### src/rtl/game_pkg.sv
// Shared state encoding and default frame budgets for the game sequencer
// and every block that decodes its state.
package game_pkg;

  typedef enum logic [2:0] {
    ST_MENU     = 3'd0,
    ST_INTRO    = 3'd1,
    ST_PLAY     = 3'd2,
    ST_DEATH    = 3'd3,
    ST_WIN      = 3'd4,
    ST_GAMEOVER = 3'd5
  } game_state_t;

  localparam int unsigned CNT_W            = 8;
  localparam int unsigned LIVES_W          = 2;
  localparam int unsigned INTRO_FRAMES_DEF = 180;
  localparam int unsigned DEATH_FRAMES_DEF = 120;
  localparam int unsigned WIN_FRAMES_DEF   = 180;
  localparam int unsigned OVER_FRAMES_DEF  = 240;
  localparam int unsigned LIVES_DEF        = 3;

endpackage

### src/rtl/frame_timer.sv
// Frame tick from the vsync rising edge plus a clearable, saturating
// count of frames completed since the last clear.
module frame_timer
  import game_pkg::*;
(
  input  logic             clk,
  input  logic             rst_n,
  input  logic             vsync,
  input  logic             clr,
  output logic             tick_c,
  output logic [CNT_W-1:0] count
);

  logic             vsync_q;
  logic [CNT_W-1:0] count_q;
  logic [CNT_W-1:0] count_d;

  always_comb tick_c = vsync & ~vsync_q;

  // Clear has priority so a new state always starts from zero frames.
  always_comb begin
    count_d = count_q;
    if (clr) begin
      count_d = '0;
    end else if (tick_c && (count_q != '1)) begin
      count_d = count_q + CNT_W'(1);
    end
  end

  always_ff @(posedge clk or negedge rst_n) begin
    if (!rst_n) begin
      vsync_q <= 1'b0;
      count_q <= '0;
    end else begin
      vsync_q <= vsync;
      count_q <= count_d;
    end
  end

  assign count = count_q;

endmodule

### src/rtl/game_controller.sv
// Game sequencer: MENU -> INTRO -> PLAY -> DEATH/WIN/GAMEOVER -> MENU,
// paced by VGA frames, driving the shared start/animation/freeze controls.
module game_controller
  import game_pkg::*;
#(
  parameter int unsigned INTRO_FRAMES = INTRO_FRAMES_DEF,
  parameter int unsigned DEATH_FRAMES = DEATH_FRAMES_DEF,
  parameter int unsigned WIN_FRAMES   = WIN_FRAMES_DEF,
  parameter int unsigned OVER_FRAMES  = OVER_FRAMES_DEF,
  parameter int unsigned LIVES        = LIVES_DEF
) (
  input  logic       clk,
  input  logic       rst,
  input  logic       vsync,
  input  logic       start_key,
  input  logic       anim_done,
  input  logic       hit,
  input  logic       goal,
  output logic       start_game,
  output logic       animation,
  output logic       freeze,
  output logic       respawn,
  output logic       level_clear,
  output logic [1:0] lives,
  output logic [2:0] state
);

  localparam logic [CNT_W-1:0]   INTRO_LAST = CNT_W'(INTRO_FRAMES - 1);
  localparam logic [CNT_W-1:0]   DEATH_LAST = CNT_W'(DEATH_FRAMES - 1);
  localparam logic [CNT_W-1:0]   WIN_LAST   = CNT_W'(WIN_FRAMES - 1);
  localparam logic [CNT_W-1:0]   OVER_LAST  = CNT_W'(OVER_FRAMES - 1);
  localparam logic [LIVES_W-1:0] LIVES_INIT = LIVES_W'(LIVES);

  game_state_t        state_q, state_d;
  logic [LIVES_W-1:0] lives_q, lives_d;
  logic               start_key_q;
  logic               start_game_q, start_game_d;
  logic               animation_q, animation_d;
  logic               freeze_q, freeze_d;
  logic               respawn_q, respawn_d;
  logic               level_clear_q, level_clear_d;

  logic               start_edge_c;
  logic               state_chg_c;
  logic               tick_c;
  logic [CNT_W-1:0]   frame_cnt;

  frame_timer u_frame_timer (
    .clk    (clk),
    .rst_n  (rst),
    .vsync  (vsync),
    .clr    (state_chg_c),
    .tick_c (tick_c),
    .count  (frame_cnt)
  );

  always_comb start_edge_c = start_key & ~start_key_q;
  always_comb state_chg_c  = (state_d != state_q);

  // Next state, lives and pulse generation; outputs decode the next state.
  always_comb begin
    state_d       = state_q;
    lives_d       = lives_q;
    respawn_d     = 1'b0;
    level_clear_d = 1'b0;
    case (state_q)
      ST_MENU: begin
        if (start_edge_c) begin
          state_d = ST_INTRO;
          lives_d = LIVES_INIT;
        end
      end
      ST_INTRO: begin
        if (anim_done || (tick_c && (frame_cnt == INTRO_LAST))) begin
          state_d   = ST_PLAY;
          respawn_d = 1'b1;
        end
      end
      ST_PLAY: begin
        if (hit) begin
          state_d = ST_DEATH;
          if (lives_q != '0) lives_d = lives_q - LIVES_W'(1);
        end else if (goal) begin
          state_d       = ST_WIN;
          level_clear_d = 1'b1;
        end
      end
      ST_DEATH: begin
        if (tick_c && (frame_cnt == DEATH_LAST)) begin
          if (lives_q == '0) begin
            state_d = ST_GAMEOVER;
          end else begin
            state_d   = ST_PLAY;
            respawn_d = 1'b1;
          end
        end
      end
      ST_WIN: begin
        if (tick_c && (frame_cnt == WIN_LAST)) state_d = ST_MENU;
      end
      ST_GAMEOVER: begin
        if ((tick_c && (frame_cnt == OVER_LAST)) || start_edge_c) state_d = ST_MENU;
      end
      default: state_d = ST_MENU;
    endcase

    start_game_d = (state_d != ST_MENU);
    animation_d  = (state_d == ST_INTRO);
    freeze_d     = (state_d != ST_PLAY);
  end

  always_ff @(posedge clk or negedge rst) begin
    if (!rst) begin
      state_q       <= ST_MENU;
      lives_q       <= '0;
      start_key_q   <= 1'b0;
      start_game_q  <= 1'b0;
      animation_q   <= 1'b0;
      freeze_q      <= 1'b1;
      respawn_q     <= 1'b0;
      level_clear_q <= 1'b0;
    end else begin
      state_q       <= state_d;
      lives_q       <= lives_d;
      start_key_q   <= start_key;
      start_game_q  <= start_game_d;
      animation_q   <= animation_d;
      freeze_q      <= freeze_d;
      respawn_q     <= respawn_d;
      level_clear_q <= level_clear_d;
    end
  end

  assign state       = state_q;
  assign lives       = lives_q;
  assign start_game  = start_game_q;
  assign animation   = animation_q;
  assign freeze      = freeze_q;
  assign respawn     = respawn_q;
  assign level_clear = level_clear_q;

endmodule
### config.mk
export PLATFORM = sky130hd
export DESIGN_NAME = game_controller
export DESIGN_NICKNAME = d
export VERILOG_FILES = /design/src/rtl/game_pkg.sv /design/src/rtl/frame_timer.sv /design/src/rtl/game_controller.sv
export SDC_FILE = /design/constraint.sdc
export NUM_CORES = 1
export LEC_CHECK = 0
export ABC_AREA = 1
export CAP_MARGIN = 10
export CORE_ASPECT_RATIO = 1.25
export CORE_MARGIN = 2
export CORE_UTILIZATION = 40
export CTS_CLUSTER_DIAMETER = 150
export DETAILED_ROUTE_END_ITERATION = 10
export GPL_TIMING_DRIVEN = 0
export SLEW_MARGIN = 5
export SYNTH_ARGS = -nofsm -noshare
export SYNTH_HDL_FRONTEND = slang
export SYNTH_HIERARCHICAL = 1
export SYNTH_SLANG_ARGS = --single-unit
export TNS_END_PERCENT = 100
### constraint.sdc
create_clock -name clk -period 4 [get_ports clk]
set_clock_uncertainty 0.2 [all_clocks]
set_input_delay 0.6 -clock clk [delete_from_list [all_inputs] [get_ports clk]]
set_output_delay 0.6 -clock clk [all_outputs]
set_load 0.05 [all_outputs]
==> flow_summary.yaml <==
status:
  outcome: "complete, no violations"
clock_tree:
  htree_num_levels: 1
  clkTransAtPathRegs_ns: 0.11
  worstSkewPairLatency_ns: 0.29
  cts.repair.resized: 0
  cts_tree: "done"
  cts_root_buffer: "clkbuf_4"
  cts_sinks: 20
  cts-buffers-inserted: 3
  hold_buffers: 0
  clock_tree.buffer_depth: 2
  post-cts-setup-buffer-count: 0
global_route:
  total_global_route_track_usage_pct: 18.5
  grt_antenna_before_repair: 0
  grt_max_degree: 21
  grt.overflow.total: 0
  grt_pass1_wl_um: 4800
  first_global_vias: 1108
timing:
  timing.slew.headroom_pct: 40.5
  fin_hold_viols: 0
  postLayoutSetupSlackWorst_ns: 1.28
  fin_crit_sh_pct: 68.1
  setup_violations: 0
  rsz0062_at_grt: "no"
  tightest_slew_ns: 0.889
  max_freq_ghz: 0.367
  totalNegativeSetupSlack_ns: 0
  drv_slew: 0
  period_needed_ns: 2.72
yosys:
  synth_sequential_area_ratio_pct: 41.0
  mappedNetlistArea_um2: 1220
  post_synth_inst_count: 161
  postSynthNetCount: 170
  mean_instance_size_in_the_synthesized_netlist_um2: 7.61
  synth_cell_type_count: 27
  yosysWarnings: 6
  synth_seq_cells: 20
power:
  seq_power_share_pct: 31.5
  power_switching_share_pct: 49.5
  power-per-cell-area_nw_per_um2: 660
  switchingPower_uw: 479
  cellLeakagePower_uw: 0.000707
  clockPowerShare_pct: 11.8
  vdd_drop_max_mv: 0.522
  p_int_uw: 489
  comb_power_share_pct: 56.7
critical_path:
  slowest_stage: "clkdlybuf4s50_1"
  worst_path_most_repeated_cell: "nand2_1"
  crit_path_max_fanout: 6
  critPathLaunchType: "input port"
  crit_path_cell_trace: "clkdlybuf4s50_1 -> inv_1 -> nor2_4 -> nand3_1 -> nor2_1 -> nand3_1 -> nand2_1 -> nand3_2 -> nand2_1 -> nand2_1 -> nand3_1 -> inv_1 -> o2111ai_1 -> nand2_1"
  critical_path.n_buffers_inverters: 3
  critPathArrivalTime_ns: 2.71
  setup.worst_path.class: "in2reg"
  cp_slowest_stage_delay_ns: 0.47
  crit_required_ns: 3.98
  regToRegStartpoint: "u_frame_timer/vsync_q$_DFF_PN0_"
  worst_setup_path_startpoint: "vsync"
  timing.critical_path.to_type: "register"
  crit_path_leading_delay_family: "simple AND/OR/NAND/NOR gates"
  regToRegSetupSlack_ns: 1.68
die:
  initial_core_util_pct: 42.0
  fp.dieH_um: 65.9
  die_w_um: 53.5
  fp.dieArea_um2: 3520
  design.portCount: 17
  num_rows: 22
  core_area_um2: 2920
drt:
  post_route_wl_um: 2700
  avgViaCountPerCell: 4.98
  antenna_violating_nets_post_route: 0
  drt_drc_violations_left: 0
  drt_iter0_markers: 22
  drt_pass_1_iters: 4
  wire_per_inst_um: 12.5
  vias: 1080
finish:
  diodes: 0
  n_fill_cell: 293
  final_core_utilization_pct: 50.3
  layout.cells.most_common: "nand2_1"
  fin_cells: 217
  layout-area-overhead-vs-synth_pct: 19.7
  leading_cell_types_in_the_layout_fill_and_taps_excluded: "44 x nand2_1, 21 x inv_1, 19 x nor2_1, 19 x dfrtp_1, 16 x clkdlybuf4s50_1"
  drive_above_1_share_pct: 14.4
  design_area_um2: 1470
  finalNetCount: 191
min_path:
  hp-class: "reg2reg"
  min_from: "u_frame_timer/count[7]$_DFFE_PN0P_"
job:
  maxCapViolCount: 0
placement:
  detailedPlacementHpwl_um: 2120
  gp_routability_congestion: 0.835
  placement.cell_area_um2: 1430
  port-buffer-count: 16
  pre_cts_slack_ns: 0.948
  post-place-cells: 213
[routing by layer]
layer  up-vias  global-route usage (%)  part of all wire, %  wire, um
met5         -                       0                    0         0
met4         0                    9.94                 0.85        23
met3         2                    2.49                  3.3        89
met2        22                    31.3                   52      1420
met1       500                    22.1                   43      1170
li1        556                       -                    -         -
[state kept, by name, summed over array words and instances (netlist names)]
signal,cells
animation,1
freeze,1
level_clear,1
lives,2
respawn,1
start_game,1
start_key_q,1
state,3
u_frame_timer/count,8
u_frame_timer/vsync_q,1
[power by group through the flow]
stage          combinational, uW  clock, uW  sequential [uW]
5_1_grt                      597        132              316
6_report                     548        114              305
3_3_place_gp                 545          0              306
4_1_cts                      551        121              306
3_5_place_dp                 550          0              309
2_1_floorplan                256          0              443
[cell families after synthesis]
family	after synthesis	share of synthesized area, %
xor+xnor	1	0.715
compound gates	15	9.70
buf+inv	23	7.05
simple gates	100	39.5
fa+ha+maj	2	2.04
flops	20	41.0
[metrics by stage]
stage / hold slack [ns] / total power (uW)
after floorplan: 0.104 / 699
after global placement: 0.330 / 850
after detailed placement: 0.349 / 859
after CTS: 0.375 / 978
after global routing: 0.404 / 1040
final: 0.373 / 967
[layout make-up]
class	count	area (um^2)	share of cell area, %
Multi-Input combinational cell	118	637	43.4
Timing Repair Buffer	16	160	10.9
Sequential cell	20	502	34.2
Tap cell	36	45.0	3.07
Clock buffer	4	36.3	2.47
Inverter	23	86.3	5.89
[synth_stat cells, drive strengths merged]
cell	count	share of area [%]
a21oi	4	3.8
o21ai	6	2.5
a22oi	1	1.0
ha	2	2.0
nand4	5	2.6
o31ai	1	0.61
xor2	1	0.72
nand3b	1	0.61
nor2	27	12
o2111ai	1	0.72
a31oi	1	0.51
dfrtp	19	39
dfstp	1	2.1
a21boi	1	0.61
nand2	48	16
nor3	3	1.6
inv	23	7.0
nand3	16	7.4
[final timing paths]
path	endpoint	cells past startpoint
worst min register to register	u_frame_timer/count[7]$_DFFE_PN0P_	2
worst min-delay path	u_frame_timer/count[7]$_DFFE_PN0P_	2
min in group asynchronous	u_frame_timer/count[5]$_DFFE_PN0P_	1
max in group asynchronous	u_frame_timer/count[1]$_DFFE_PN0P_	1
worst max-delay path	u_frame_timer/count[4]$_DFFE_PN0P_	14
worst max register to register	u_frame_timer/count[4]$_DFFE_PN0P_	12
[worst register-to-register path, cell delays in order (launching register included)]
cell	delay, ns
dfrtp_1	0.41
nor2_4	0.19
nand3_1	0.10
nor2_1	0.20
nand3_1	0.14
nand2_1	0.12
nand3_2	0.11
nand2_1	0.08
nand2_1	0.05
nand3_1	0.22
inv_1	0.16
o2111ai_1	0.15
nand2_1	0.08
Note: power is estimated with default switching activity, not from simulation.
